### config.mk
export PLATFORM = sky130hd
export DESIGN_NAME = serial_addsub
export DESIGN_NICKNAME = d
export VERILOG_FILES = /design/src/rtl/serial_addsub_pkg.sv /design/src/rtl/addsub_bit.sv /design/src/rtl/serial_addsub.sv
export SDC_FILE = /design/constraint.sdc
export NUM_CORES = 1
export LEC_CHECK = 0
export ABC_AREA = 1
export CELL_PAD_IN_SITES_DETAIL_PLACEMENT = 1
export CELL_PAD_IN_SITES_GLOBAL_PLACEMENT = 1
export CORE_ASPECT_RATIO = 2
export CORE_MARGIN = 2
export CORE_UTILIZATION = 38
export DETAILED_ROUTE_END_ITERATION = 8
export DONT_BUFFER_PORTS = 1
export GPL_ROUTABILITY_DRIVEN = 0
export GPL_TIMING_DRIVEN = 0
export PLACE_DENSITY_LB_ADDON = 0.1
export SETUP_SLACK_MARGIN = 0.05
export SLEW_MARGIN = 20
export SYNTH_ARGS = -nofsm -noshare
export SYNTH_HDL_FRONTEND = slang
export SYNTH_SLANG_ARGS = --single-unit
### constraint.sdc
create_clock -name clk -period 1.21 [get_ports clk]
set_clock_uncertainty 0.1 [all_clocks]
set_input_delay 0.0605 -clock clk [delete_from_list [all_inputs] [get_ports clk]]
set_output_delay 0.0605 -clock clk [all_outputs]
set_load 0.01 [all_outputs]
### src/rtl/serial_addsub_pkg.sv
// Shared types and constants for the bit-serial add/subtract engine.
package serial_addsub_pkg;

    typedef enum logic [1:0] {
        IDLE = 2'd0,
        RUN  = 2'd1,
        DONE = 2'd2
    } state_t;

    localparam logic OP_ADD = 1'b0;
    localparam logic OP_SUB = 1'b1;

endpackage

### src/rtl/addsub_bit.sv
// Combinational 1-bit full-adder slice; no state, zero latency, no flow control.
module addsub_bit (
    input  logic a_i,
    input  logic b_i,
    input  logic cin_i,
    output logic s_o,
    output logic cout_o
);

    assign s_o    = a_i ^ b_i ^ cin_i;
    assign cout_o = (a_i & b_i) | (a_i & cin_i) | (b_i & cin_i);

endmodule

### src/rtl/serial_addsub.sv
// Bit-serial A+B / A-B, one bit per clock; result valid WIDTH edges after accept, held under out_ready=0.
// Defining SERIAL_ADDSUB_OVF_EN adds the signed-overflow output out_ovf.
module serial_addsub
    import serial_addsub_pkg::*;
#(
    parameter int WIDTH = 8
) (
    input  logic             clk,
    input  logic             rst_n,
    input  logic             in_valid,
    output logic             in_ready,
    input  logic             in_op,
    input  logic [WIDTH-1:0] in_a,
    input  logic [WIDTH-1:0] in_b,
    output logic             out_valid,
    input  logic             out_ready,
    output logic [WIDTH-1:0] out_result,
    output logic             out_carry
`ifdef SERIAL_ADDSUB_OVF_EN
    ,
    output logic             out_ovf
`endif
);

    localparam int CW = (WIDTH > 1) ? $clog2(WIDTH) : 1;
    localparam logic [CW-1:0] LAST_BIT = CW'(WIDTH - 1);
`ifdef SERIAL_ADDSUB_OVF_EN
    localparam logic [CW-1:0] PENULT_BIT = CW'(WIDTH - 2);
`endif

    state_t           state_q;
    logic [WIDTH-1:0] a_q;
    logic [WIDTH-1:0] b_q;
    logic [WIDTH-1:0] res_q;
    logic             carry_q;
    logic [CW-1:0]    cnt_q;
    logic             sum_d;
    logic             cout_d;
`ifdef SERIAL_ADDSUB_OVF_EN
    logic             c_msb_q;
`endif

    addsub_bit u_slice (
        .a_i    (a_q[0]),
        .b_i    (b_q[0]),
        .cin_i  (carry_q),
        .s_o    (sum_d),
        .cout_o (cout_d)
    );

    always_ff @(posedge clk) begin
        if (!rst_n) begin
            state_q <= IDLE;
            a_q     <= '0;
            b_q     <= '0;
            res_q   <= '0;
            carry_q <= 1'b0;
            cnt_q   <= '0;
`ifdef SERIAL_ADDSUB_OVF_EN
            c_msb_q <= 1'b0;
`endif
        end else begin
            case (state_q)
                IDLE: begin
                    if (in_valid) begin
                        // Subtract runs as A + ~B + 1: invert B, seed the carry with 1.
                        a_q     <= in_a;
                        b_q     <= (in_op == OP_SUB) ? ~in_b : in_b;
                        carry_q <= (in_op == OP_SUB);
                        cnt_q   <= '0;
                        state_q <= RUN;
                    end
                end
                RUN: begin
                    res_q   <= {sum_d, res_q[WIDTH-1:1]};
                    a_q     <= a_q >> 1;
                    b_q     <= b_q >> 1;
                    carry_q <= cout_d;
                    cnt_q   <= cnt_q + 1'b1;
`ifdef SERIAL_ADDSUB_OVF_EN
                    if (cnt_q == PENULT_BIT) begin
                        c_msb_q <= cout_d;
                    end
`endif
                    if (cnt_q == LAST_BIT) begin
                        state_q <= DONE;
                    end
                end
                DONE: begin
                    if (out_ready) begin
                        state_q <= IDLE;
                    end
                end
                default: state_q <= IDLE;
            endcase
        end
    end

    assign in_ready   = (state_q == IDLE);
    assign out_valid  = (state_q == DONE);
    assign out_result = res_q;
    assign out_carry  = carry_q;
`ifdef SERIAL_ADDSUB_OVF_EN
    assign out_ovf    = (state_q == DONE) ? (c_msb_q ^ carry_q) : 1'b0;
`endif

endmodule
# Word level (Yosys, flattened, before mapping)
# Index checks and enable logic that the tools add are counted.
[totals]
wordCells = 38
reg_bits = 30
in_bits = 21
out_inout_bits = 11
[classes]
bitwise = 8
reduce_logical = 4
n_addsub = 1
mux = 13
n_eq_ne = 6
[ops]
columns = ["operator", "count"]
rows = [
  ["case mux 8 bit (2 select lines)", 2],
  ["two-way mux 8 bit", 3],
  ["NOT 8 bit", 1],
  ["two-way mux 2 bit", 3],
  ["case mux 2 bit (3 select lines)", 1],
  ["case mux 3 bit (2 select lines)", 1],
  ["!= test 2 bit, second input constant", 2],
  ["adder 3 x 1 -> 3 bit, second input constant", 1],
  ["bitwise AND 1 bit", 3],
  ["== test 3 bit, second input constant", 1],
  ["two-way mux 3 bit", 1],
  ["AND reduction 3 bit", 1],
  ["== test 2 x 1 -> 1 bit, second input constant", 1],
  ["== test 2 bit, second input constant", 1],
  ["logical NOT 2 bit", 1],
  ["!= test 2 x 1 -> 1 bit, second input constant", 1],
  ["OR 1 bit", 2],
  ["case mux 1 bit (2 select lines)", 1],
  ["AND reduction 2 bit", 1],
  ["nonzero test 2 bit", 1],
  ["bitwise XOR 1 bit", 2],
  ["two-way mux 1 bit", 1],
]

# Logic depth before layout (Yosys ltp)
# Gate-level depths: netlist of run 1.
[logic_depth]
depth_word = 4
ltp_mapped = 8
mapped_depth_nobuf = 7

# By module
# A second synthesis of run 1 with hierarchy kept.
[hier_totals]
cells_unflattened = 221
hier_area_um2 = 1481.4
[modules_own_cells]
columns = ["mod", "instances", "area_per_inst_um2", "cells_per_inst", "seq_area_each_um2"]
rows = [
  ["serial_addsub", 1, 1461.4, 220, 600.6],
  ["addsub_bit", 1, 20.0, 1, 0.0],
]

# Worst setup path after synthesis of run 1
# No wires, ideal clock.
[synth_timing]
kind = "register to register"
startpoint = "reg carry_q (netlist: out_carry)"
endpoint = "reg res_q[7] (netlist: out_result[7])"
path_slack_ps = -7
period_less_slack_ps = 1217
arrival_ps = 1001
setup_ps = 116
required_ps = 994
path_stages_with_launch = 4
path_buffers = 0
cell_sequence = "dfxtp_1 -> fa_1 -> o21ai_0 -> nor2_1"
[synth_between]
elab_chain_len = 1
[synth_lines]
columns = ["element", "line", "source"]
rows = [
  ["start: declaration", "serial_addsub.sv:35", "logic carry_q;"],
  ["start signal: assignment", "serial_addsub.sv:69", "carry_q <= (in_op == OP_SUB);"],
  ["start signal: assignment", "serial_addsub.sv:78", "carry_q <= cout_d;"],
  ["bitwise XOR 1 bit", "addsub_bit.sv:10", "assign s_o = a_i ^ b_i ^ cin_i;"],
  ["via sum_d", "serial_addsub.sv:37", "logic sum_d;"],
  ["end signal: assignment", "serial_addsub.sv:75", "res_q <= {sum_d, res_q[WIDTH-1:1]};"],
  ["end: declaration", "serial_addsub.sv:34", "logic [WIDTH-1:0] res_q;"],
]
# The timed path passes the listed nets, and every way through them passes these cells.
# A chain may end at the register's enable or synchronous reset.

# Worst setup path after layout of run 1
[layout_timing]
startpoint = "reg state_q[0]"
endpoint = "reg b_q[0]"
[layout_between]
elab_chain_len = 3
word_cells_on_any_way = 6
classes_between = "2 x eq/ne; 1 x mux; 3 x reduce/logical"
[layout_lines]
columns = ["element", "line", "source"]
rows = [
  ["start: declaration", "serial_addsub.sv:31", "state_t state_q;"],
  ["start signal: assignment", "serial_addsub.sv:53", "state_q <= IDLE;"],
  ["start signal: assignment", "serial_addsub.sv:71", "state_q <= RUN;"],
  ["start signal: assignment", "serial_addsub.sv:86", "state_q <= DONE;"],
  ["logical NOT 2 bit (*)", "n/a", ""],
  ["via in_ready", "serial_addsub.sv:11", "output logic in_ready,"],
  ["!= test 2 bit (no line) or nonzero test 2 bit (tied branches)", "n/a", ""],
  ["AND reduction 2 bit (no line)", "n/a", ""],
  ["end signal: assignment", "serial_addsub.sv:68", "b_q <= (in_op == OP_SUB) ? ~in_b : in_b;"],
  ["end signal: assignment", "serial_addsub.sv:77", "b_q <= b_q >> 1;"],
  ["end: declaration", "serial_addsub.sv:33", "logic [WIDTH-1:0] b_q;"],
]
# Mark *: on every way through the listed nets, which the timed path passes. The rest lies on a longest branch.

==> flow_metrics.py, run 1 <==
metrics = {
    "synth": {
        "yosysSeqAreaShare_pct": 41.1,
        "synthCells": 225,
        "synth_seq_cells": 30,
        "yosysTopAreaCell": "dfxtp_1",
        "synth_most_common_cell": "nor2_1",
        "synthesis.nets": 249,
        "synthArstFlopShare_pct": 0,
        "synth_area_leaders": "dfxtp_1 41%, nor2_1 16%, nand2_1 15%, nand3_1 6.5%, inv_1 4.9%",
        "synth_top_area_share_pct": 41.1,
        "synth_cell_types": 19,
        "synth-edff-count": 0,
        "synth_ff_type": "dfxtp_1",
        "synth_warnings": 0,
        "synth_common_cells": "63 x nor2_1, 59 x nand2_1, 30 x dfxtp_1",
        "netlist_area_sq_um": 1460,
        "avgSynthCellArea_sq_um": 6.50,
    },
    "global_routing": {
        "grt_pass1_vias": 1633,
        "grt_pass1_wl_um": 6910,
        "grt_max_degree": 11,
        "antenna_found_initial": 0,
        "grt_usage_pct": 21.8,
        "overflow": 0,
    },
    "timing": {
        "report.final.slew_viol_count": 0,
        "setup_ws_ns": -0.0116,
        "rsz0062_at_grt": "true",
        "worstMarginPinSlew_ns": 0.541,
        "fmax_mhz": 819,
        "hold_viol_final": 0,
        "slew_headroom_pct": 63.9,
        "period_share_pct": 101,
        "setup_violations": 6,
        "min_period_ns": 1.22,
    },
    "cts": {
        "cts_root_buf": "clkbuf_8",
        "cts_buffers": 5,
        "cts_sinks": 30,
        "clk-insertion-delay-late_ns": 0.27,
        "h-tree-depth": 2,
        "clock_path_buffers": 2,
        "cts_tree": "done",
        "clkTransAtPathRegs_ns": 0.06,
    },
    "critical_path": {
        "crit_family": "simple AND/OR/NAND/NOR gates",
        "worstSetupPathType": "reg2reg",
        "crit_top_cell": "nor2_4",
        "r2r_slack_ns": -0.01,
        "critPathArrivalTime_ns": 1.33,
        "critPathLaunchType": "flip-flop",
        "cp.required_ns": 1.32,
        "worst_setup_path_end_kind": "flip-flop",
        "ff2ff_path_depth": 5,
        "cp_slowest_cell": "dfxtp_4",
        "crit_buf_inv": 0,
        "reg2reg_from": "state_q[0]",
        "slowest_delay_ns": 0.39,
        "timing.rr.end": "b_q[0]",
        "worstPathMaxFanout": 8,
        "path_cells": "nor2_4 > nand2_4 > nor2_4 > nor2_2 > nor2_1",
    },
    "job": {
        "maxCapViolCount": 0,
    },
    "min_path": {
        "min_from": "in_b[1]",
        "hold_path_depth": 6,
        "hp-class": "in2reg",
        "hold-path-endpoint": "b_q[1]",
    },
    "route": {
        "vias": 1484,
        "routedWlPerCell_um": 14.4,
        "first_pass_iters": 4,
        "ant_nets": 0,
        "totalWireLength_um": 4380,
        "post_drt_via_cell_ratio": 4.87,
        "first_iter_violations": 14,
        "drcViolationCount": 0,
    },
    "floorplan": {
        "core_area_sq_um": 3650,
        "die_y_um": 91.7,
        "ios": 32,
        "die-area_sq_um": 4390,
        "rows": 31,
        "die_w_um": 47.9,
        "start_util_pct": 40.1,
    },
    "status": {
        "outcome": "finished, violations left",
        "violations": "negative setup slack",
    },
    "layout": {
        "area_delta_synth_final_pct": 37.3,
        "diodes": 0,
        "finish.utilization_pct": 55.0,
        "fin_nets": 279,
        "layout-drive-gt1-share_pct": 19.1,
    },
    "pwr": {
        "leakage_nw": 0.922,
        "totalPowerFinal_mw": 2.51,
        "power.switching_mw": 0.675,
        "p_int_mw": 1.83,
        "p_seq_share_pct": 44.8,
        "netSwitchingFraction_pct": 26.9,
        "comb_power_share_pct": 18.3,
        "p_per_area_nw_per_um2": 1250,
        "peakVddDrop_mv": 0.733,
        "power.share.clock_pct": 36.9,
    },
    "placed_design": {
        "dpl.hpwl_um": 2840,
        "io_buffers": 0,
    },
}
state kept, by name, summed over array words and instances, names as in the netlist:
register    flops
a_q             8
cnt_q           3
out_result      8
b_q             8
state_q         2
out_carry       1
what timing repair did:
action,in CTS,in global routing
setup buffers,3,0
endpoints found under the hold margin,16,0
gates resized for setup,30,19
pin swaps,18,6
hold buffers,16,0
cloned,3,1
setup endpoints to repair,30,31
worst min-delay path, stage by stage:
cell and delay [ns]:
inv_1 0.03, nand2_1 0.04, nand2_1 0.05, nor2_1 0.04, nor2_1 0.07, nor2_1 0.04
metal layers:
layer	up-vias	part of all wire, %	GRT usage [%]
li1	745	-	-
met1	691	34	19.3
met2	37	60	41.2
met3	11	3.3	4.72
met4	0	2.5	9.68
met5	-	0	0
final cells by class:
class,instances,area (sq um)
Multi-Input combinational cell,165,813
Tap cell,49,61.3
Clock buffer,8,110
Timing Repair Buffer,22,226
Inverter,21,93.8
Sequential cell,30,614
Buffer,10,87.6
Fill cell,493,1640
through the flow:
step / hold slack, ns / instances / worst slack, ns / cell area (sq um) / TNS, ns
CTS: 0.00421 / 304 / -0.0108 / 1930 / -0.0360
finish: 0.00724 / 305 / -0.0116 / 2010 / -0.0466
detailed placement: 0.117 / 274 / -0.139 / 1520 / -1.61
global route: 0.0373 / 305 / -0.0883 / 2010 / -1.16
floorplan: 0.103 / 225 / 0.0364 / 1460 / 0
global placement: 0.113 / 274 / -0.0974 / 1520 / -0.778
layout by cell type, fill, tap and decap left out, drive strengths merged:
master,n
dfxtp,30
a21oi,6
o21ai,9
fa,1
inv,21
nand3,19
o21a,1
buf,12
nand2,61
ha,2
nor2,65
xor2,1
clkbuf,12
dlygate4sd3,16
kinds of logic (layout without fill, tap and decap cells):
logic type,after synthesis,in the layout,share of synthesized area (%)
buffers and inverters,31,61,10.1
DFF,30,30,41.1
xor gates and xnor gates,1,1,0.599
and+or+nand+nor,144,145,39.5
AOI/OAI and AO/OA,16,16,5.65
adders and majority gates,3,3,3.08
worst max-delay path by stage:
stage / start / end / slack [ns] / depth (start not counted)
after floorplan: out_carry / out_carry / 0.04 / 5
after global placement: state_q[1] / b_q[7] / -0.1 / 5
after detailed placement: state_q[1] / b_q[7] / -0.14 / 5
after CTS: a_q[0] / out_result[7] / -0.01 / 3
after global routing: state_q[1] / a_q[0] / -0.09 / 8
final: state_q[0] / b_q[0] / -0.01 / 5
power by group through the flow:
stage,registers (mW),clock network [mW],logic (mW)
2_1_floorplan,1.13,0,0.252
3_3_place_gp,1.14,0,0.305
3_5_place_dp,1.14,0,0.324
4_1_cts,1.12,0.954,0.419
5_1_grt,1.14,1.00,0.515
6_report,1.12,0.926,0.459
No activity file was read; power rests on OpenSTA's default activity.
==> run 2: changes to the inputs <==
--- a/config.mk
+++ b/config.mk
@@ -14,8 +14,7 @@
 export DETAILED_ROUTE_END_ITERATION = 8
 export DONT_BUFFER_PORTS = 1
 export GPL_ROUTABILITY_DRIVEN = 0
-export GPL_TIMING_DRIVEN = 0
-export PLACE_DENSITY_LB_ADDON = 0.1
+export PLACE_DENSITY = 0.77
 export SETUP_SLACK_MARGIN = 0.05
 export SLEW_MARGIN = 20
 export SYNTH_ARGS = -nofsm -noshare
==> run 2 against run 1 <==
Effect of this change:
- maximum frequency fell by 3.7%
- via count rose by 1.8%
- the flow finishes with violations (negative hold slack, negative setup slack)
- count of clock-buffer cells in the layout fell by 1
- non-clock buffer count rose by 2
- critical endpoint unchanged
- critical path type unchanged
- worst hold slack got worse by 0.10 ns
- largest power group unchanged
- largest cell class unchanged
- worst setup slack got worse by 0.048 ns
- register-to-register slack got worse by 0.05 ns
- global-route usage fell by 0.18 points
- wire length fell by 2.7%
==> flow_metrics.py, run 2 (synthesis gave the netlist of run 1 again) <==
metrics = {
    "status": {
        "outcome": "finished, violations left",
        "violations": "negative hold slack, negative setup slack",
    },
    "global_routing": {
        "grt_pass1_wl_um": 6820,
        "antenna_found_initial": 0,
        "grt_max_degree": 25,
        "grt_pass1_vias": 1592,
        "overflow": 0,
        "grt_usage_pct": 21.6,
    },
    "critical_path": {
        "worstPathMaxFanout": 7,
        "crit_family": "simple AND/OR/NAND/NOR gates",
        "slowest_delay_ns": 0.34,
        "critPathLaunchType": "flip-flop",
        "path_cells": "buf_4 > nand2_8 > buf_4 > nand3_1 > nand2_1 > nor2_1 > nor2_1",
        "worst_setup_path_end_kind": "flip-flop",
        "cp_slowest_cell": "dfxtp_2",
        "crit_buf_inv": 2,
        "cp.required_ns": 1.29,
        "critPathArrivalTime_ns": 1.35,
        "worstSetupPathType": "reg2reg",
    },
    "timing": {
        "rsz0062_at_grt": "true",
        "hold-worst-slack_ns": -0.0973,
        "worstMarginPinSlew_ns": 0.408,
        "period_share_pct": 105,
        "fmax_mhz": 788,
        "min_period_ns": 1.27,
        "report.final.slew_viol_count": 0,
        "hold_viol_final": 14,
        "setup_violations": 10,
        "slew_headroom_pct": 72.7,
        "setup_ws_ns": -0.0591,
    },
    "placed_design": {
        "dpl.hpwl_um": 2650,
        "io_buffers": 0,
    },
    "route": {
        "wl_met1_um": 1550,
        "ant_nets": 0,
        "wl_met3_um": 114,
        "post_drt_via_cell_ratio": 4.92,
        "totalWireLength_um": 4260,
        "drcViolationCount": 0,
        "vias": 1510,
        "dr_wl_met2_um": 2420,
        "dr.max_layer_used": "met4",
        "first_iter_violations": 17,
        "routedWlPerCell_um": 13.9,
        "first_pass_iters": 4,
    },
    "floorplan": {
        "die-area_sq_um": 4390,
        "rows": 31,
        "die_w_um": 47.9,
        "ios": 32,
        "die_y_um": 91.7,
        "core_area_sq_um": 3650,
        "start_util_pct": 40.1,
    },
    "cts": {
        "cts_tree": "done",
        "cts_hold_buf": 18,
        "cts_buffers": 5,
        "clkTransAtPathRegs_ns": 0.07,
        "cts_root_buf": "clkbuf_8",
        "clk-insertion-delay-late_ns": 0.29,
        "cts_sinks": 30,
        "clock_path_buffers": 2,
        "h-tree-depth": 2,
    },
    "pwr": {
        "peakVddDrop_mv": 0.795,
        "p_per_area_nw_per_um2": 1220,
        "leakage_nw": 0.941,
    },
    "job": {
        "maxCapViolCount": 0,
    },
    "layout": {
        "layout_common_cells": "58 x nor2_1, 56 x nand2_1, 25 x dfxtp_1",
        "final_common_cell": "nor2_1",
        "diodes": 0,
        "fillers": 500,
        "layout-drive-gt1-share_pct": 20.5,
        "finish.utilization_pct": 55.1,
        "area_delta_synth_final_pct": 37.5,
        "fin_nets": 281,
    },
    "min_path": {
        "hp-class": "in2reg",
    },
}
## run 2: cell count changes in the layout (fill, tap and decap cells not counted), sizes merged
| cell | delta |
|---|---|
| clkbuf | -5 |
| dlygate4sd3 | +2 |
| buf | +4 |
| clkinv | +1 |
| nor2 | -1 |
| inv | +1 |
## run 2: metal layers
layer / track usage, % / up-vias
met5: 0 / -
met3: 5.51 / 15
met4: 11.5 / 0
li1: - / 752
met2: 37.6 / 34
met1: 21.3 / 709
## run 2: metrics by stage
step | TNS [ns] | setup slack, ns | cells | cell area, sq um | power (mW)
2_1_floorplan | 0 | 0.0364 | 225 | 1460 | 1.38
3_3_place_gp | 0 | 0.0195 | 278 | 1560 | 1.45
3_5_place_dp | -0.0438 | -0.0178 | 278 | 1560 | 1.46
4_1_cts | -0.0586 | -0.0242 | 305 | 1940 | 2.41
5_1_grt | -1.38 | -0.0987 | 307 | 2010 | 2.59
6_report | -0.190 | -0.0591 | 307 | 2010 | 2.44
## run 2: power breakdown
| part | internal (mW) | total, mW | switching [mW] |
|---|---|---|---|
| Clock | 0.458 | 0.859 | 0.401 |
| Sequential | 1.06 | 1.12 | 0.0596 |
| Combinational | 0.207 | 0.464 | 0.257 |
| Total | 1.73 | 2.44 | 0.717 |
## run 2: layout make-up
class                           count  area (sq um)  area share (%)
Inverter                           21          97.6            4.86
Clock buffer                        7          86.3            4.30
Tap cell                           49          61.3            3.05
Multi-Input combinational cell    164           813            40.5
Sequential cell                    30           607            30.2
Timing Repair Buffer               34           330            16.4
Timing Repair inverter              1          8.76           0.436
Clock inverter                      1          5.00           0.249
## run 2: repair_timing
item / CTS / global route
cloned: 0 / 1
buffers inserted: 1 / 1
hold endpoints to repair: 28 / 10
endpoints found under the setup margin: 24 / 31
gates resized for setup: 28 / 22
pin swaps: 11 / 9
## run 2: final timing paths
kind / to / slack (ns) / from / cells after the start
min reg2reg: cnt_q[0] / 0.35 / cnt_q[0] / 1
max reg2reg: b_q[0] / -0.06 / state_q[0] / 7
max: b_q[0] / -0.06 / state_q[0] / 7
min: a_q[5] / -0.1 / in_valid / 4
## run 2: tightest hold or removal path: cells and delay by family
kind          cells  cell delay [ns]
simple gates      4             0.19
==> run 3: changes to the inputs <==
--- a/config.mk
+++ b/config.mk
@@ -8,7 +8,6 @@
 export ABC_AREA = 1
 export CELL_PAD_IN_SITES_DETAIL_PLACEMENT = 1
 export CELL_PAD_IN_SITES_GLOBAL_PLACEMENT = 1
-export CORE_ASPECT_RATIO = 2
 export CORE_MARGIN = 2
 export CORE_UTILIZATION = 38
 export DETAILED_ROUTE_END_ITERATION = 8
==> run 3 against run 2 <==
Effect of this change:
- the flow finishes with violations (negative setup slack)
- worst setup slack got worse by 0.0042 ns
- core utilization decreased by 1.5 points
- final area decreased by 1.6%
- cell count increased by 0.65%
- largest power group unchanged
- critical path type unchanged
- total power decreased by 1.5%
- maximum frequency decreased by 0.33%
- largest cell class unchanged
- first-iteration DRC count increased to 2.9 times the previous value
- sequential share of layout area increased by 0.50 points
- register-to-register slack about the same
- wire length increased by 3.1%
==> flow_metrics.py, run 3 (synthesis gave the netlist of run 1 again) <==
metrics = {
    "status": {
        "outcome": "finished, violations left",
        "violations": "negative setup slack",
    },
    "route": {
        "vias": 1489,
        "ant_nets": 0,
        "post_drt_via_cell_ratio": 4.82,
        "first_pass_iters": 4,
        "drcViolationCount": 0,
        "routedWlPerCell_um": 14.2,
        "totalWireLength_um": 4390,
        "first_iter_violations": 50,
    },
    "global_routing": {
        "grt_util_met2_pct": 35.0,
        "grt_pass1_vias": 1524,
        "grtUsageMet1_pct": 23.8,
        "antenna_found_initial": 0,
        "grt_pass1_wl_um": 6730,
        "grt_max_degree": 28,
        "busiest_layer": "met2",
        "grtUsageMet3_pct": 6.13,
        "overflow": 0,
        "grt_usage_pct": 20.6,
    },
    "critical_path": {
        "critPathArrivalTime_ns": 1.35,
        "cp.required_ns": 1.29,
        "worstPathMaxFanout": 4,
        "worst_setup_path_end_kind": "flip-flop",
        "critPathLaunchType": "flip-flop",
        "worstSetupPathType": "reg2reg",
    },
    "cts": {
        "h-tree-depth": 2,
        "cts_sinks": 30,
        "clk-insertion-delay-late_ns": 0.29,
        "clkTransAtPathRegs_ns": 0.07,
        "cts_tree": "done",
        "cts_root_buf": "clkbuf_8",
        "clock_path_buffers": 2,
        "cts_buffers": 5,
    },
    "pwr": {
        "leakage_nw": 0.932,
        "p_seq_share_pct": 46.7,
        "power.share.clock_pct": 35.0,
        "peakVddDrop_mv": 0.516,
        "power.switching_mw": 0.691,
        "comb_power_share_pct": 18.3,
        "netSwitchingFraction_pct": 28.7,
        "p_int_mw": 1.71,
        "p_per_area_nw_per_um2": 1220,
    },
    "timing": {
        "fmax_mhz": 785,
        "period_share_pct": 105,
        "min_period_ns": 1.27,
        "worstMarginPinSlew_ns": 0.499,
        "rsz0062_at_grt": "true",
        "setup_violations": 16,
        "slew_headroom_pct": 66.6,
        "hold_viol_final": 0,
        "report.final.slew_viol_count": 0,
        "hold-worst-slack_ns": 0.00515,
        "setup_ws_ns": -0.0633,
    },
    "placed_design": {
        "preCtsSetupSlack_ns": -0.0338,
        "io_buffers": 0,
        "dpl.hpwl_um": 2340,
    },
    "layout": {
        "diodes": 0,
        "fin_nets": 284,
        "area_delta_synth_final_pct": 35.3,
        "layout_common_cells": "59 x nor2_1, 57 x nand2_1, 25 x dfxtp_1",
        "layout-drive-gt1-share_pct": 17.2,
        "fillers": 481,
        "final_common_cell": "nor2_1",
    },
    "job": {
        "maxCapViolCount": 0,
    },
    "floorplan": {
        "die_y_um": 66.0,
        "ios": 32,
        "start_util_pct": 39.6,
        "die-area_sq_um": 4360,
        "die_w_um": 66.0,
        "rows": 22,
        "core_area_sq_um": 3690,
    },
    "min_path": {
        "hp-class": "in2reg",
    },
}
-- run 3: per-stage QoR --
step	total power [mW]	setup TNS, ns	util (%)	cells	instance area [sq um]
after floorplan	1.38	0	-	225	1460
after global placement	1.43	0	41.9	275	1550
after detailed placement	1.44	-0.169	41.9	275	1550
after CTS	2.38	-0.187	51.6	307	1900
after global routing	2.53	-1.92	53.6	309	1980
final	2.41	-0.423	53.6	309	1980
-- run 3: final timing paths --
| check | endpoint | slack [ns] | depth (start not counted) | from |
|---|---|---|---|---|
| min | b_q[4] | 0.005 | 6 | in_b[4] |
| min reg2reg | cnt_q[0] | 0.37 | 1 | cnt_q[0] |
| max reg2reg | a_q[5] | -0.06 | 8 | state_q[0] |
| max | a_q[5] | -0.06 | 8 | state_q[0] |
-- run 3: final cells by class --
cell class	instances	area (sq um)	share of cell area (%)
Multi-Input combinational cell	164	758	38.4
Clock inverter	1	5.00	0.253
Sequential cell	30	607	30.7
Timing Repair Buffer	38	369	18.7
Clock buffer	7	86.3	4.37
Inverter	21	91.3	4.62
Tap cell	48	60.1	3.04
-- run 3: worst max-delay path: stages, from the launching register on --
cell and delay, ns:
dfxtp_2 0.38, buf_6 0.12, nor2_4 0.04, buf_6 0.12
buf_4 0.13, nand3_1 0.07, nand2_1 0.08, nor2_1 0.09
nor2_1 0.04
-- run 3: routing by layer --
metal  wire length [um]  part of all wire [%]  up-vias
met5                  0                     0        -
met1               1910                    44      695
li1                   -                     -      757
met2               2250                    51       28
met3                133                   3.0        9
met4                 97                   2.2        0
-- run 3: power groups by stage --
stage / combinational (mW) / sequential, mW / clock (mW)
after floorplan: 0.252 / 1.13 / 0
after global placement: 0.298 / 1.13 / 0
after detailed placement: 0.306 / 1.14 / 0
after global routing: 0.500 / 1.13 / 0.898
after CTS: 0.408 / 1.12 / 0.859
final: 0.440 / 1.12 / 0.843
-- run 3: timing repair --
action                                  CTS  global route
buffers inserted                          3             3
cloned                                    1             0
hold endpoints to repair                 28             0
hold buffers                             20             0
resized for setup                        14            22
endpoints found under the setup margin   19            32
pin swaps                                 4             9
